**src/rtl/sc_popcount_collect_if.sv**
```systemverilog
// rtl/sc_popcount_collect_if.sv - result stream bundle for sc_popcount_collect (res_len only with SC_COLLECT_LEN_EN)
interface sc_popcount_collect_if #(
  parameter int NUM_LANES = 2,
  parameter int CNT_WIDTH = 8
);
  logic [NUM_LANES*(CNT_WIDTH+1)-1:0] res;
  logic                               res_valid;
  logic                               res_ready;
`ifdef SC_COLLECT_LEN_EN
  logic [CNT_WIDTH:0]                 res_len;

  modport master (output res, output res_valid, output res_len, input res_ready);
  modport slave  (input res, input res_valid, input res_len, output res_ready);
`else
  modport master (output res, output res_valid, input res_ready);
  modport slave  (input res, input res_valid, output res_ready);
`endif
endinterface

```
**src/rtl/sc_popcount_collect.sv**
```systemverilog
// rtl/sc_popcount_collect.sv - per-lane stochastic popcount with early-termination rescale (SC_COLLECT_LEN_EN adds period length)
module sc_popcount_collect #(
  parameter int NUM_LANES = 2,
  parameter int CNT_WIDTH = 8,
  parameter int SH_WIDTH  = 4
) (
  input  logic                 clk,
  input  logic                 rst,
  input  logic                 en,
  input  logic [NUM_LANES-1:0] bits,
  input  logic                 done_in,
  input  logic [SH_WIDTH-1:0]  trunc_sh,
  sc_popcount_collect_if.master res_if,
  output logic                 drop,
  input  logic                 drop_clr
);
  localparam int RW    = CNT_WIDTH + 1;
  localparam int EXT_W = RW + (1 << SH_WIDTH);

  typedef enum logic {WAIT_SYNC, RUN} state_t;

  state_t                  state_q, state_d;
  logic [RW-1:0]           acc_q [NUM_LANES];
  logic [RW-1:0]           acc_d [NUM_LANES];
  logic [NUM_LANES*RW-1:0] res_q, res_d, r;
  logic                    res_valid_q, res_valid_d;
  logic                    drop_q, drop_d;
  logic                    boundary, pop;
  logic [EXT_W-1:0]        ext;
`ifdef SC_COLLECT_LEN_EN
  logic [RW-1:0]           len_q, len_d, res_len_q, res_len_d;
`endif

  always_comb begin
    boundary    = (state_q == RUN) && en && done_in;
    pop         = res_valid_q && res_if.res_ready;
    state_d     = state_q;
    res_d       = res_q;
    res_valid_d = res_valid_q;
    drop_d      = drop_q & ~drop_clr;
    r           = '0;
    ext         = '0;
`ifdef SC_COLLECT_LEN_EN
    len_d       = len_q;
    res_len_d   = res_len_q;
`endif
    // Shift in a wide field so any bit pushed past RW (including huge shifts) forces saturation.
    for (int i = 0; i < NUM_LANES; i++) begin
      acc_d[i]         = acc_q[i];
      ext              = EXT_W'(acc_q[i]) << trunc_sh;
      r[i*RW +: RW]    = (|ext[EXT_W-1:RW]) ? {RW{1'b1}} : ext[RW-1:0];
    end

    case (state_q)
      WAIT_SYNC: begin
        if (en && done_in) begin
          state_d = RUN;
          for (int i = 0; i < NUM_LANES; i++) acc_d[i] = RW'(bits[i]);
`ifdef SC_COLLECT_LEN_EN
          len_d = RW'(1);
`endif
        end
      end
      default: begin
        if (en) begin
          for (int i = 0; i < NUM_LANES; i++) begin
            if (done_in) acc_d[i] = RW'(bits[i]);
            else         acc_d[i] = (&acc_q[i]) ? acc_q[i] : acc_q[i] + RW'(bits[i]);
          end
`ifdef SC_COLLECT_LEN_EN
          if (done_in) len_d = RW'(1);
          else         len_d = (&len_q) ? len_q : len_q + RW'(1);
`endif
        end
      end
    endcase

    if (boundary) begin
      if (!res_valid_q || pop) begin
        res_d       = r;
        res_valid_d = 1'b1;
`ifdef SC_COLLECT_LEN_EN
        res_len_d   = len_q;
`endif
      end else begin
        drop_d = 1'b1;
      end
    end else if (pop) begin
      res_valid_d = 1'b0;
    end
  end

  always_ff @(posedge clk or posedge rst) begin
    if (rst) begin
      state_q     <= WAIT_SYNC;
      for (int i = 0; i < NUM_LANES; i++) acc_q[i] <= '0;
      res_q       <= '0;
      res_valid_q <= 1'b0;
      drop_q      <= 1'b0;
`ifdef SC_COLLECT_LEN_EN
      len_q       <= '0;
      res_len_q   <= '0;
`endif
    end else begin
      state_q     <= state_d;
      for (int i = 0; i < NUM_LANES; i++) acc_q[i] <= acc_d[i];
      res_q       <= res_d;
      res_valid_q <= res_valid_d;
      drop_q      <= drop_d;
`ifdef SC_COLLECT_LEN_EN
      len_q       <= len_d;
      res_len_q   <= res_len_d;
`endif
    end
  end

  assign res_if.res       = res_q;
  assign res_if.res_valid = res_valid_q;
  assign drop             = drop_q;
`ifdef SC_COLLECT_LEN_EN
  assign res_if.res_len   = res_len_q;
`endif
endmodule

```
**src/flat_wrapper.sv**
```systemverilog
// flat-port wrapper written by rule: the top's interface ports become plain ports
module sc_popcount_collect_flat 
#(
  parameter int NUM_LANES = 2,
  parameter int CNT_WIDTH = 8,
  parameter int SH_WIDTH  = 4
)
  (clk, rst, en, bits, done_in, trunc_sh, drop, drop_clr, res_if_res, res_if_res_valid, res_if_res_ready);
  sc_popcount_collect_if #(.NUM_LANES(NUM_LANES), .CNT_WIDTH(CNT_WIDTH)) res_if_i ();
  input  logic clk;
  input  logic rst;
  input  logic en;
  input  logic [NUM_LANES-1:0] bits;
  input  logic done_in;
  input  logic [SH_WIDTH-1:0] trunc_sh;
  output logic drop;
  input  logic drop_clr;
  output wire logic [$bits(res_if_i.res)-1:0] res_if_res;
  output wire logic [$bits(res_if_i.res_valid)-1:0] res_if_res_valid;
  input wire logic [$bits(res_if_i.res_ready)-1:0] res_if_res_ready;
  assign res_if_res = res_if_i.res;
  assign res_if_res_valid = res_if_i.res_valid;
  assign res_if_i.res_ready = res_if_res_ready;
  sc_popcount_collect #(.NUM_LANES(NUM_LANES), .CNT_WIDTH(CNT_WIDTH), .SH_WIDTH(SH_WIDTH)) u_core (.clk(clk), .rst(rst), .en(en), .bits(bits), .done_in(done_in), .trunc_sh(trunc_sh), .res_if(res_if_i), .drop(drop), .drop_clr(drop_clr));
endmodule
```
**config.mk**
```make
export PLATFORM = sky130hd
export DESIGN_NAME = sc_popcount_collect_flat
export DESIGN_NICKNAME = d
export VERILOG_FILES = /design/src/rtl/sc_popcount_collect_if.sv /design/src/rtl/sc_popcount_collect.sv /design/src/flat_wrapper.sv
export SDC_FILE = /design/constraint.sdc
export NUM_CORES = 1
export LEC_CHECK = 0
export CAP_MARGIN = 20
export CELL_PAD_IN_SITES_DETAIL_PLACEMENT = 0
export CELL_PAD_IN_SITES_GLOBAL_PLACEMENT = 1
export CORE_ASPECT_RATIO = 1.4
export CORE_MARGIN = 3
export CORE_UTILIZATION = 25
export CTS_BUF_LIST = sky130_fd_sc_hd__clkbuf_2 sky130_fd_sc_hd__clkbuf_4 sky130_fd_sc_hd__clkbuf_8
export CTS_CLUSTER_SIZE = 20
export DETAILED_ROUTE_END_ITERATION = 16
export HOLD_SLACK_MARGIN = 0.12
export PLACE_DENSITY = 0.62
export SLEW_MARGIN = 25
export SYNTH_ARGS = -nofsm -noshare
export SYNTH_HDL_FRONTEND = slang
export SYNTH_SLANG_ARGS = --single-unit
```
**constraint.sdc**
```tcl
create_clock -name clk -period 4.6 [get_ports clk]
set_clock_uncertainty 0.2 [all_clocks]
set_input_delay 0.92 -clock clk [delete_from_list [all_inputs] [get_ports clk]]
set_output_delay 0.92 -clock clk [all_outputs]
set_load 0.02 [all_outputs]
```
== After elaboration in Yosys (flattened, before gate mapping) ==
Cells that the tools add are included.

* Register bits after elaboration: 39
* Latch bits: 0
* RAM bits: 0
* Memory bits (read-only): 0
* Bits of input ports: 12
* Output and inout port bits: 20
* Memories: 0

* Add/subtract/negate cells: 2
* Multipliers: 0
* Divide/modulo/power cells: 0
* $lt $le $gt $ge: 0
* Equal/unequal tests: 4
* Shift-type cells: 2
* Muxes and demuxes: 16
* Bitwise operators: 2
* Reductions and logical operators: 16

{| class="wikitable"
|+ Operator list
! cell !! number
|-
| $mux W18 || 3
|-
| $mux W9 || 6
|-
| $shl A9 B4 Y25 || 2
|-
| $reduce_or A16 Y1 || 2
|-
| $add A9 B1 Y9 || 2
|-
| $reduce_and A9 Y1 || 2
|-
| $mux W1 || 7
|-
| $ne A3 B3 Y1 const B || 2
|-
| $reduce_and A3 Y1 || 2
|-
| $logic_and A1 B1 Y1 || 4
|-
| $ne A2 B2 Y1 const B || 2
|-
| $reduce_and A2 Y1 || 2
|-
| $reduce_bool A2 Y1 || 2
|-
| $and A1 B1 Y1 || 1
|-
| $logic_not A1 Y1 || 1
|-
| $logic_or A1 B1 Y1 || 1
|-
| $not A1 Y1 || 1
|}

== Longest topological paths before layout ==
Gate-level depths: netlist of the first run.

* Depth after elaboration: 5
* Depth in mapped cells: 9
* Mapped depth without buffers: 6

== Worst setup path before layout of the first run ==
OpenSTA, ideal clock, no wires.

* Path type: input port to flip-flop
* Start: in trunc_sh[0]
* End: reg u_core.res_q[4] (netlist: u_core.res_if.res[4])
* Setup time: 0.141 ns
* Arrival time: 2.383 ns
* Required time: 4.259 ns
* Slack: 1.876 ns
* Stages on the path: 7
* Path buffers: 1
* Cells stage by stage: buf_6 > mux2_4 > or3_1 > a211oi_2 > o2111ai_2 > o32ai_1 > a31oi_1

* Cells in the longest elaborated chain, start to end: 3

{| class="wikitable"
|+ Ends and longest elaborated chain
! item !! line !! RTL
|-
| start: declaration || flat_wrapper.sv:15 || <nowiki>input logic [SH_WIDTH-1:0] trunc_sh;</nowiki>
|-
| $shl A9 B4 Y25 * || sc_popcount_collect.sv:50 || <nowiki>ext = EXT_W'(acc_q[i]) << trunc_sh;</nowiki>
|-
| $reduce_or A16 Y1 || sc_popcount_collect.sv:51 || <nowiki>r[i*RW +: RW] = (|ext[EXT_W-1:RW]) ? {RW{1'b1}} : ext[RW-1:0];</nowiki>
|-
| $mux W9 * || sc_popcount_collect.sv:51 ||
|-
| end signal: assignment || sc_popcount_collect.sv:107 || <nowiki>res_q <= res_d;</nowiki>
|-
| end: declaration || sc_popcount_collect.sv:25 || <nowiki>logic [NUM_LANES*RW-1:0] res_q, res_d, r;</nowiki>
|}

Mark *: on every way between the ends. The rest lies on a longest branch, timed or not.
A chain may end at the register's enable or synchronous reset.

== Worst setup path after layout of the first run ==
* Start: in trunc_sh[0]
* End: reg u_core.res_q[12] (netlist: u_core.res_if.res[12])

The elaborated chain is that of the path after synthesis.

==> impl_metrics.prom, run 1 <==
# TYPE chip_impl_metric gauge
chip_impl_metric{name="number_of_cts_inserted_buffers",unit=""} 5
chip_impl_metric{name="final.min_clock_period",unit="ps"} 3610
chip_impl_metric{name="final_max_slew_viol_count",unit=""} 0
chip_impl_info{name="root_buffer",value="sky130_fd_sc_hd__clkbuf_8"} 1
chip_impl_metric{name="gp_congestion",unit=""} 0.820
chip_impl_metric{name="detail_route.vias_per_cell",unit=""} 5.24
chip_impl_metric{name="antenna_found_initial",unit=""} 0
chip_impl_metric{name="crit_required",unit="ps"} 4590
chip_impl_metric{name="finish.utilization",unit="%"} 30.8
chip_impl_metric{name="postPlaceCellArea",unit="mm^2"} 0.00329
chip_impl_metric{name="synth.net_count",unit=""} 343
chip_impl_metric{name="drc",unit=""} 0
chip_impl_info{name="most_repeated_cell_in_the_gate_level_netlist_after_synthesis",value="sky130_fd_sc_hd__nor2_1"} 1
chip_impl_metric{name="port-buffer-count",unit=""} 31
chip_impl_metric{name="detailedRoute.firstIterationViolations",unit=""} 111
chip_impl_info{name="unrepaired_setup_endpoints_after_global_routing",value="false"} 1
chip_impl_metric{name="detailedPlacementHpwl",unit="um"} 5820
chip_impl_info{name="timing.critical_path.from_type",value="input port"} 1
chip_impl_info{name="synth_ff_type",value="sky130_fd_sc_hd__dfrtp_1"} 1
chip_impl_metric{name="holdWs",unit="ps"} 313
chip_impl_metric{name="n_antenna_cell",unit=""} 0
chip_impl_metric{name="routed-via-count",unit=""} 2549
chip_impl_metric{name="leakage",unit="uW"} 0.00133
chip_impl_metric{name="fin_nets",unit=""} 360
chip_impl_metric{name="synth.lib_cells_used.distinct",unit=""} 56
chip_impl_metric{name="clkSinkCount",unit=""} 39
chip_impl_metric{name="async_flop_share",unit="%"} 100
chip_impl_metric{name="synth_cells",unit=""} 327
chip_impl_metric{name="synth_top_cell_area_share",unit="%"} 33.8
chip_impl_info{name="worstHoldPathType",value="reg2reg"} 1
chip_impl_metric{name="power",unit="uW"} 1050
chip_impl_metric{name="syn_to_final_growth",unit="%"} 17.7
chip_impl_metric{name="die-area",unit="mm^2"} 0.0129
chip_impl_metric{name="final_antenna_net_count",unit=""} 0
chip_impl_metric{name="final_design_area_no_fill",unit="mm^2"} 0.00339
chip_impl_metric{name="grt.total_usage",unit="%"} 12.7
chip_impl_metric{name="ir_worst_vdd",unit="mV"} 0.0963
chip_impl_metric{name="rows",unit=""} 45
chip_impl_info{name="crit_type",value="in2reg"} 1
chip_impl_info{name="run_status",value="complete, no violations"} 1
chip_impl_metric{name="number_of_synthesized_register_bits",unit=""} 39
chip_impl_metric{name="worst_slew_pin_slew",unit="ps"} 710
chip_impl_metric{name="max_fanout_on_critical_path",unit=""} 27
chip_impl_metric{name="grt_start_max_net_pins",unit=""} 34
chip_impl_info{name="synth_area_leaders",value="sky130_fd_sc_hd__dfrtp_1, sky130_fd_sc_hd__nor2_1, sky130_fd_sc_hd__mux2_2, sky130_fd_sc_hd__mux2i_1, sky130_fd_sc_hd__o21ai_0"} 1
chip_impl_metric{name="drt-pass1-iter-count",unit=""} 4
chip_impl_metric{name="timing.max_cap.violations",unit=""} 0
chip_impl_metric{name="hold_viol",unit=""} 0
chip_impl_metric{name="buffer_levels_on_the_longest_clock_path",unit=""} 2
chip_impl_metric{name="worst_setup_hold_path_clk_slew",unit="ps"} 70
chip_impl_metric{name="achievable-frequency",unit="MHz"} 277
chip_impl_metric{name="fraction_of_final_layout_cells_with_drive_strength_greater_than_1",unit="%"} 12.2
chip_impl_metric{name="final.period_utilization",unit="%"} 78.4
chip_impl_metric{name="cts_max_level",unit=""} 2
chip_impl_metric{name="register_area",unit="um^2"} 976
chip_impl_metric{name="post_synth.cell_area_avg",unit="um^2"} 8.82
chip_impl_metric{name="die_w",unit="um"} 96.8
chip_impl_metric{name="grt_first_pass_wirelength",unit="um"} 13500
chip_impl_metric{name="cts_hold_repair.buffers",unit=""} 0
chip_impl_metric{name="core-area",unit="mm^2"} 0.0110
chip_impl_metric{name="timing.final.setup_violations",unit=""} 0
chip_impl_metric{name="synth-edff-count",unit=""} 0
chip_impl_metric{name="grt_overflow",unit=""} 0
chip_impl_info{name="worstSetupEndpointType",value="register"} 1
chip_impl_info{name="synth_area_leader_cell",value="sky130_fd_sc_hd__dfrtp_1"} 1
chip_impl_metric{name="grt_pass1_vias",unit=""} 2563
chip_impl_metric{name="final.fill_count",unit=""} 1203
chip_impl_metric{name="clk_latency",unit="ps"} 310
chip_impl_metric{name="io_pins",unit=""} 32
chip_impl_metric{name="multi_input_comb_area",unit="mm^2"} 0.00174
chip_impl_metric{name="syn-cell-area",unit="mm^2"} 0.00288
chip_impl_info{name="netlist_top_cells_count",value="sky130_fd_sc_hd__nor2_1, sky130_fd_sc_hd__dfrtp_1, sky130_fd_sc_hd__o21ai_0"} 1
chip_impl_metric{name="finalSetupTns",unit="ps"} 0
chip_impl_metric{name="route.final.wire_length",unit="um"} 7980
chip_impl_metric{name="yosysWarningCount",unit=""} 0
chip_impl_metric{name="yosysSeqAreaShare",unit="%"} 33.8
chip_impl_metric{name="maxSlewHeadroom",unit="%"} 52.5
chip_impl_metric{name="die_h",unit="um"} 133
chip_impl_metric{name="power.density",unit="mW/mm^2"} 310
chip_impl_metric{name="worst-endpoint-arrival",unit="ps"} 3600
chip_impl_metric{name="wire_per_inst",unit="um"} 16.4
chip_impl_info{name="cts_tree",value="built"} 1
chip_impl_metric{name="starting_density",unit="%"} 26.1
chip_impl_metric{name="cts_setup_buffers",unit=""} 0
chip_impl_metric{name="cts_resized",unit=""} 0
[layer usage]
metal | up-vias | track usage, % | share of wire [%]
li1 | 1244 | - | -
met1 | 1237 | 15.2 | 43
met2 | 58 | 22.7 | 52
met3 | 10 | 2.00 | 3.5
met4 | 0 | 4.68 | 2.1
met5 | - | 0 | 0
[stage by stage]
stage / setup WS [ps] / std cells
after floorplan: 1880 / 327
after global placement: 757 / 478
after detailed placement: 684 / 478
after CTS: 997 / 486
after global routing: 770 / 486
final: 994 / 486
[final cells by class]
class                   instances  area share [%]
clock buffers                   8            3.06
inverters                      10            1.11
multi-input cells             250            51.2
flip-flops and latches         39            28.8
well taps                     141            5.20
repair buffers                 38            10.7
[cell usage in the layout (no fill, tap or decap), drive strengths merged, types with 9 or more instances in the layout]
master / instances
a31oi: 14
inv: 10
nor2: 40
nand3: 10
dfrtp: 39
xor2: 9
clkdlybuf4s50: 31
a21oi: 13
mux2: 15
nand2: 18
o21ai: 23
mux2i: 10
[worst max-delay path: stages]
cell	delay, ps
sky130_fd_sc_hd__clkdlybuf4s50_1	810
sky130_fd_sc_hd__buf_4	410
sky130_fd_sc_hd__mux2_1	390
sky130_fd_sc_hd__o32ai_1	250
sky130_fd_sc_hd__o32a_1	220
sky130_fd_sc_hd__a41oi_2	200
sky130_fd_sc_hd__o32a_1	380
[report_power, final]
group / leakage [uW] / total (uW) / internal [uW] / switching, uW
Sequential: 0.000474 / 436 / 390 / 45.6
Clock: 0.0000549 / 273 / 143 / 130
Combinational: 0.000797 / 343 / 161 / 183
Total: 0.00133 / 1050 / 693 / 359
[cell families (layout without fill, tap and decap cells)]
family / count (synthesis) / after routing / share of synthesized area [%]
compound gates: 91 / 91 / 22.3
xor+xnor: 12 / 12 / 3.64
fa+ha+maj: 5 / 5 / 2.08
buf+inv: 38 / 56 / 5.90
flops: 39 / 39 / 33.8
mux: 29 / 29 / 12.6
simple gates: 113 / 113 / 19.7
[state kept, by name, indices dropped and copies added (netlist names)]
register / cells
u_core.acc_q: 18
u_core.res_if.res: 18
u_core.drop: 1
u_core.res_if.res_valid: 1
u_core.state_q: 1
[final timing paths]
path | to | startpoint | cells past startpoint | slack (ps)
setup / recovery | u_core.res_if.res[12]$_DFFE_PP0P_ | trunc_sh[0] | 7 | 990
hold / removal | u_core.res_if.res[13]$_DFFE_PP0P_ | u_core.res_if.res[13]$_DFFE_PP0P_ | 1 | 310
min in group asynchronous | u_core.res_if.res[6]$_DFFE_PP0P_ | rst | 2 | 770
setup reg to reg | u_core.res_if.res[12]$_DFFE_PP0P_ | u_core.acc_q[6]$_DFFE_PP0P_ | 5 | 2270
max in group asynchronous | u_core.drop$_DFF_PP0_ | rst | 3 | 2810
hold reg to reg | u_core.res_if.res[13]$_DFFE_PP0P_ | u_core.res_if.res[13]$_DFFE_PP0P_ | 1 | 310
Note: power is estimated with default switching activity, not from simulation.
==> inputs of run 2 (changes only) <==
--- a/config.mk
+++ b/config.mk
@@ -15,7 +15,7 @@
 export CTS_CLUSTER_SIZE = 20
 export DETAILED_ROUTE_END_ITERATION = 16
 export HOLD_SLACK_MARGIN = 0.12
-export PLACE_DENSITY = 0.62
+export PLACE_DENSITY = 0.64
 export SLEW_MARGIN = 25
 export SYNTH_ARGS = -nofsm -noshare
 export SYNTH_HDL_FRONTEND = slang
==> constraint.sdc (replaced) <==
create_clock -name clk -period 3.3 [get_ports clk]
set_clock_uncertainty 0.2 [all_clocks]
set_input_delay 0.66 -clock clk [delete_from_list [all_inputs] [get_ports clk]]
set_output_delay 0.66 -clock clk [all_outputs]
set_load 0.02 [all_outputs]
==> impl_metrics.prom, run 2 (same netlist as run 1, synthesis figures left out) <==
# TYPE chip_impl_metric gauge
chip_impl_info{name="run_status",value="complete, no violations"} 1
chip_impl_metric{name="postPlaceCellArea",unit="mm^2"} 0.00340
chip_impl_metric{name="drt-pass1-iter-count",unit=""} 4
chip_impl_metric{name="final_design_area_no_fill",unit="mm^2"} 0.00351
chip_impl_metric{name="gp_congestion",unit=""} 0.886
chip_impl_metric{name="antenna_found_initial",unit=""} 0
chip_impl_metric{name="timing.critical_path.buf_inv",unit=""} 3
chip_impl_metric{name="detailedPlacementHpwl",unit="um"} 5540
chip_impl_info{name="cts_tree",value="built"} 1
chip_impl_metric{name="port-buffer-count",unit=""} 31
chip_impl_metric{name="io_pins",unit=""} 32
chip_impl_metric{name="grt_pass1_vias",unit=""} 2568
chip_impl_metric{name="fin_cells",unit=""} 496
chip_impl_metric{name="drc",unit=""} 0
chip_impl_metric{name="worst_setup_hold_path_clk_slew",unit="ps"} 70
chip_impl_metric{name="n_antenna_cell",unit=""} 0
chip_impl_metric{name="fraction_of_final_layout_cells_with_drive_strength_greater_than_1",unit="%"} 14.4
chip_impl_metric{name="timing.max_cap.violations",unit=""} 0
chip_impl_metric{name="hold_viol",unit=""} 0
chip_impl_metric{name="number_of_cts_inserted_buffers",unit=""} 5
chip_impl_metric{name="achievable-frequency",unit="MHz"} 342
chip_impl_metric{name="maxSlewHeadroom",unit="%"} 66.3
chip_impl_metric{name="grt_overflow",unit=""} 0
chip_impl_info{name="cp_slowest_cell",value="sky130_fd_sc_hd__clkdlybuf4s50_1"} 1
chip_impl_metric{name="worst-endpoint-arrival",unit="ps"} 2910
chip_impl_metric{name="crit_required",unit="ps"} 3280
chip_impl_metric{name="number_of_cells_in_the_design_after_placement",unit=""} 488
chip_impl_metric{name="detail_route.vias_per_cell",unit=""} 5.16
chip_impl_metric{name="leakage",unit="uW"} 0.00139
chip_impl_metric{name="cts_max_level",unit=""} 2
chip_impl_metric{name="routed-via-count",unit=""} 2561
chip_impl_metric{name="reg2reg_slack",unit="ps"} 980
chip_impl_metric{name="worst_slew_pin_slew",unit="ps"} 505
chip_impl_metric{name="grt_start_max_net_pins",unit=""} 40
chip_impl_metric{name="power.density",unit="mW/mm^2"} 420
chip_impl_metric{name="syn_to_final_growth",unit="%"} 21.6
chip_impl_metric{name="clk_latency",unit="ps"} 300
chip_impl_metric{name="die_w",unit="um"} 96.8
chip_impl_info{name="unrepaired_setup_endpoints_after_global_routing",value="false"} 1
chip_impl_metric{name="timing.final.setup_violations",unit=""} 0
chip_impl_metric{name="cts_setup_buffers",unit=""} 0
chip_impl_metric{name="grt_first_pass_wirelength",unit="um"} 13200
chip_impl_metric{name="buffer_levels_on_the_longest_clock_path",unit=""} 2
chip_impl_metric{name="die_h",unit="um"} 133
chip_impl_metric{name="max_fanout_on_critical_path",unit=""} 30
chip_impl_metric{name="wire_per_inst",unit="um"} 15.3
chip_impl_metric{name="final_antenna_net_count",unit=""} 0
chip_impl_metric{name="clkSinkCount",unit=""} 39
chip_impl_metric{name="cts_resized",unit=""} 0
chip_impl_info{name="mostFrequentLayoutCell",value="sky130_fd_sc_hd__nor2_1"} 1
chip_impl_metric{name="grt.total_usage",unit="%"} 12.2
chip_impl_metric{name="core-area",unit="mm^2"} 0.0110
chip_impl_metric{name="ir_worst_vdd",unit="mV"} 0.128
chip_impl_metric{name="route.final.wire_length",unit="um"} 7570
chip_impl_metric{name="die-area",unit="mm^2"} 0.0129
chip_impl_info{name="cpLargestDelayFamily",value="compound AO/OA/AOI/OAI gates"} 1
chip_impl_metric{name="rows",unit=""} 45
chip_impl_info{name="root_buffer",value="sky130_fd_sc_hd__clkbuf_8"} 1
chip_impl_info{name="mostFrequentLayoutCells",value="sky130_fd_sc_hd__nor2_1, sky130_fd_sc_hd__dfrtp_1, sky130_fd_sc_hd__clkdlybuf4s50_1, sky130_fd_sc_hd__o21ai_0, sky130_fd_sc_hd__nand2_1"} 1
chip_impl_metric{name="cts_hold_repair.buffers",unit=""} 0
chip_impl_metric{name="finalSetupTns",unit="ps"} 0
chip_impl_metric{name="final.min_clock_period",unit="ps"} 2930
chip_impl_info{name="crit_type",value="in2reg"} 1
chip_impl_metric{name="fin_nets",unit=""} 370
chip_impl_metric{name="final_max_slew_viol_count",unit=""} 0
chip_impl_info{name="timing.critical_path.from_type",value="input port"} 1
chip_impl_metric{name="detailedRoute.firstIterationViolations",unit=""} 141
chip_impl_metric{name="final.period_utilization",unit="%"} 88.7
chip_impl_metric{name="critPathMaxStageDelay",unit="ps"} 450
chip_impl_info{name="worstSetupEndpointType",value="register"} 1
chip_impl_info{name="cp_cell_sequence",value="clkdlybuf4s50_1, buf_4, buf_12, mux2_1, nand2b_1, a22oi_1, a41oi_2, o32a_1"} 1
chip_impl_metric{name="starting_density",unit="%"} 26.1
chip_impl_info{name="worstHoldPathType",value="reg2reg"} 1
run 2: metrics by stage:
step,utilization (%),setup slack (ps),hold WS [ps],power [uW]
floorplan,-,836,337,908
CTS,31.8,382,308,1500
global route,31.8,189,345,1560
global placement,30.8,98.9,292,1110
finish,31.8,373,302,1470
detailed placement,30.8,60.3,290,1120
run 2: final timing paths:
check                                                        from                           endpoint  cells past startpoint
max in group asynchronous                                     rst        u_core.acc_q[7]$_DFFE_PP0P_                      3
worst max-delay path                                  trunc_sh[0]  u_core.res_if.res[10]$_DFFE_PP0P_                      8
worst min register to register  u_core.res_if.res[15]$_DFFE_PP0P_  u_core.res_if.res[15]$_DFFE_PP0P_                      1
worst max register to register        u_core.acc_q[6]$_DFFE_PP0P_  u_core.res_if.res[10]$_DFFE_PP0P_                      5
worst min-delay path            u_core.res_if.res[15]$_DFFE_PP0P_  u_core.res_if.res[15]$_DFFE_PP0P_                      1
min in group asynchronous                                     rst       u_core.acc_q[15]$_DFFE_PP0P_                      3
run 2: layout make-up:
type	count	area, um^2
sequential	39	976
multi-input combinational	250	1740
timing repair buffer	48	475
inverter	10	37.5
clock buffer	8	104
fill	1187	7530
tap	141	176
run 2: power breakdown:
group	switching, uW	leakage [uW]	internal [uW]	total, uW
Sequential	66.6	0.000474	544	610
Clock	174	0.0000549	199	374
Combinational	254	0.000859	237	490
Total	495	0.00139	979	1470
run 2: per-layer routing:
metal  GRT usage [%]  vias to the layer above  share of wire [%]
li1                -                     1267                  -
met1            15.3                     1232                 43
met2            20.9                       52                 51
met3            2.22                       10                3.4
met4            4.68                        0                2.4
met5               0                        -                  0
==> inputs of run 3 (changes only) <==
--- a/config.mk
+++ b/config.mk
@@ -11,7 +11,6 @@
 export CORE_ASPECT_RATIO = 1.4
 export CORE_MARGIN = 3
 export CORE_UTILIZATION = 25
-export CTS_BUF_LIST = sky130_fd_sc_hd__clkbuf_2 sky130_fd_sc_hd__clkbuf_4 sky130_fd_sc_hd__clkbuf_8
 export CTS_CLUSTER_SIZE = 20
 export DETAILED_ROUTE_END_ITERATION = 16
 export HOLD_SLACK_MARGIN = 0.12
==> impl_metrics.prom, run 3 (same netlist as run 1, synthesis figures left out) <==
# TYPE chip_impl_metric gauge
chip_impl_info{name="run_status",value="complete, no violations"} 1
chip_impl_metric{name="finish.utilization",unit="%"} 32.3
chip_impl_metric{name="grt_start_max_net_pins",unit=""} 40
chip_impl_metric{name="leakage",unit="uW"} 0.00141
chip_impl_metric{name="fin_nets",unit=""} 370
chip_impl_info{name="whs_endpoint",value="u_core.res_if.res[15]$_DFFE_PP0P_"} 1
chip_impl_metric{name="die-area",unit="mm^2"} 0.0129
chip_impl_metric{name="cts_max_level",unit=""} 2
chip_impl_info{name="worstSetupEndpointType",value="register"} 1
chip_impl_info{name="timing.critical_path.from_type",value="input port"} 1
chip_impl_info{name="mostFrequentLayoutCell",value="sky130_fd_sc_hd__nor2_1"} 1
chip_impl_info{name="cts_tree",value="built"} 1
chip_impl_metric{name="drc",unit=""} 0
chip_impl_metric{name="holdWs",unit="ps"} 298
chip_impl_metric{name="postPlaceCellArea",unit="mm^2"} 0.00340
chip_impl_metric{name="finalSetupTns",unit="ps"} 0
chip_impl_metric{name="fin_ws",unit="ps"} 358
chip_impl_metric{name="final_max_slew_viol_count",unit=""} 0
chip_impl_metric{name="clkSinkCount",unit=""} 39
chip_impl_info{name="hold_start",value="u_core.res_if.res[15]$_DFFE_PP0P_"} 1
chip_impl_metric{name="place_ws",unit="ps"} 60.3
chip_impl_metric{name="final_design_area_no_fill",unit="mm^2"} 0.00356
chip_impl_metric{name="final_antenna_net_count",unit=""} 0
chip_impl_metric{name="grt_first_pass_wirelength",unit="um"} 13200
chip_impl_info{name="worstHoldPathType",value="reg2reg"} 1
chip_impl_metric{name="antenna_found_initial",unit=""} 0
chip_impl_metric{name="fraction_of_final_layout_cells_with_drive_strength_greater_than_1",unit="%"} 14.1
chip_impl_metric{name="worst-endpoint-arrival",unit="ps"} 2910
chip_impl_info{name="regToRegStartpoint",value="u_core.acc_q[6]$_DFFE_PP0P_"} 1
chip_impl_metric{name="route.final.wire_length",unit="um"} 7650
chip_impl_info{name="regToRegEndpoint",value="u_core.res_if.res[10]$_DFFE_PP0P_"} 1
chip_impl_metric{name="maxSlewHeadroom",unit="%"} 66.7
chip_impl_metric{name="buffer_levels_on_the_longest_clock_path",unit=""} 2
chip_impl_metric{name="core-area",unit="mm^2"} 0.0110
chip_impl_metric{name="n_antenna_cell",unit=""} 0
chip_impl_metric{name="final.min_clock_period",unit="ps"} 2940
chip_impl_metric{name="port-buffer-count",unit=""} 31
chip_impl_metric{name="multi_input_comb_area",unit="mm^2"} 0.00174
chip_impl_metric{name="crit_required",unit="ps"} 3270
chip_impl_metric{name="final.period_utilization",unit="%"} 89.1
chip_impl_metric{name="number_of_cts_inserted_buffers",unit=""} 5
chip_impl_metric{name="timing.final.setup_violations",unit=""} 0
chip_impl_metric{name="power.density",unit="mW/mm^2"} 454
chip_impl_metric{name="grt_pass1_vias",unit=""} 2579
chip_impl_metric{name="max_fanout_on_critical_path",unit=""} 30
chip_impl_metric{name="gp_congestion",unit=""} 0.886
chip_impl_metric{name="reg2regPathDepth",unit=""} 5
chip_impl_metric{name="ir_worst_vdd",unit="mV"} 0.172
chip_impl_metric{name="reg2reg_slack",unit="ps"} 980
chip_impl_info{name="root_buffer",value="sky130_fd_sc_hd__clkbuf_16"} 1
chip_impl_metric{name="die_w",unit="um"} 96.8
chip_impl_info{name="unrepaired_setup_endpoints_after_global_routing",value="false"} 1
chip_impl_metric{name="achievable-frequency",unit="MHz"} 340
chip_impl_metric{name="drt-pass1-iter-count",unit=""} 4
chip_impl_metric{name="worst_setup_hold_path_clk_slew",unit="ps"} 60
chip_impl_metric{name="grt.total_usage",unit="%"} 12.3
chip_impl_info{name="crit_type",value="in2reg"} 1
chip_impl_metric{name="register_area",unit="um^2"} 976
chip_impl_metric{name="detailedPlacementHpwl",unit="um"} 5540
chip_impl_metric{name="rows",unit=""} 45
chip_impl_metric{name="syn_to_final_growth",unit="%"} 23.4
chip_impl_info{name="mostFrequentLayoutCells",value="sky130_fd_sc_hd__nor2_1, sky130_fd_sc_hd__dfrtp_1, sky130_fd_sc_hd__clkdlybuf4s50_1, sky130_fd_sc_hd__o21ai_0, sky130_fd_sc_hd__nand2_1"} 1
chip_impl_metric{name="final.fill_count",unit=""} 1181
chip_impl_metric{name="hold_viol",unit=""} 0
chip_impl_metric{name="detailedRoute.firstIterationViolations",unit=""} 117
chip_impl_metric{name="cts_resized",unit=""} 0
chip_impl_metric{name="clk_latency",unit="ps"} 280
chip_impl_metric{name="io_pins",unit=""} 32
chip_impl_metric{name="grt_overflow",unit=""} 0
chip_impl_metric{name="cts_setup_buffers",unit=""} 0
chip_impl_metric{name="timing.max_cap.violations",unit=""} 0
chip_impl_metric{name="worstHoldPathCells",unit=""} 1
chip_impl_metric{name="wire_per_inst",unit="um"} 15.4
chip_impl_metric{name="detail_route.vias_per_cell",unit=""} 5.21
chip_impl_metric{name="die_h",unit="um"} 133
chip_impl_metric{name="routed-via-count",unit=""} 2582
chip_impl_metric{name="cts_hold_repair.buffers",unit=""} 0
chip_impl_metric{name="starting_density",unit="%"} 26.1
chip_impl_metric{name="worst_slew_pin_slew",unit="ps"} 500
==> run 3: cell counts in the layout (fill, tap and decap cells not counted) <==
Identical to the previous run, type by type.
==> run 3: worst max path at each step <==
| stage | startpoint | end | slack [ps] | cells after the start |
|---|---|---|---|---|
| global placement | trunc_sh[0] | u_core.res_if.res[13]$_DFFE_PP0P_ | 100 | 8 |
| finish | trunc_sh[0] | u_core.res_if.res[10]$_DFFE_PP0P_ | 360 | 8 |
| floorplan | trunc_sh[0] | u_core.res_if.res[4]$_DFFE_PP0P_ | 840 | 7 |
| global route | trunc_sh[0] | u_core.res_if.res[17]$_DFFE_PP0P_ | 160 | 9 |
| detailed placement | trunc_sh[0] | u_core.res_if.res[10]$_DFFE_PP0P_ | 60 | 8 |
| CTS | trunc_sh[0] | u_core.res_if.res[10]$_DFFE_PP0P_ | 360 | 8 |
==> run 3: worst max-delay path, cell delays in order <==
cell,delay [ps]
sky130_fd_sc_hd__clkdlybuf4s50_1,450
sky130_fd_sc_hd__buf_4,170
sky130_fd_sc_hd__buf_12,200
sky130_fd_sc_hd__mux2_1,370
sky130_fd_sc_hd__nand2b_1,150
sky130_fd_sc_hd__a22oi_1,280
sky130_fd_sc_hd__a41oi_2,240
sky130_fd_sc_hd__o32a_1,370
==> run 3: final cells by class <==
type                       instances  area share (%)
clock buffer                       8            4.39
inverter                          10            1.05
multi-input combinational        250            48.8
sequential                        39            27.4
tap                              141            4.96
timing repair buffer              48            13.4
==> run 3: layer usage <==
layer	wire length, um	vias up	share of wire (%)	GRT usage (%)
met5	0	-	0	0
met3	209	10	2.7	2.22
met4	179	0	2.3	4.92
li1	-	1274	-	-
met2	3910	42	51	21.0
met1	3360	1256	44	15.3
==> run 3: per-stage QoR <==
stage / cells / power [uW]
5_1_grt: 496 / 1710
6_report: 496 / 1620
4_1_cts: 496 / 1640
2_1_floorplan: 327 / 908
3_3_place_gp: 488 / 1110
3_5_place_dp: 488 / 1120
==> run 3: where the power goes <==
group | switching [uW] | internal [uW] | leakage (uW)
logic | 254 | 237 | 0.000859
clock network | 194 | 322 | 0.0000772
registers | 66.2 | 545 | 0.000474
total | 514 | 1100 | 0.00141
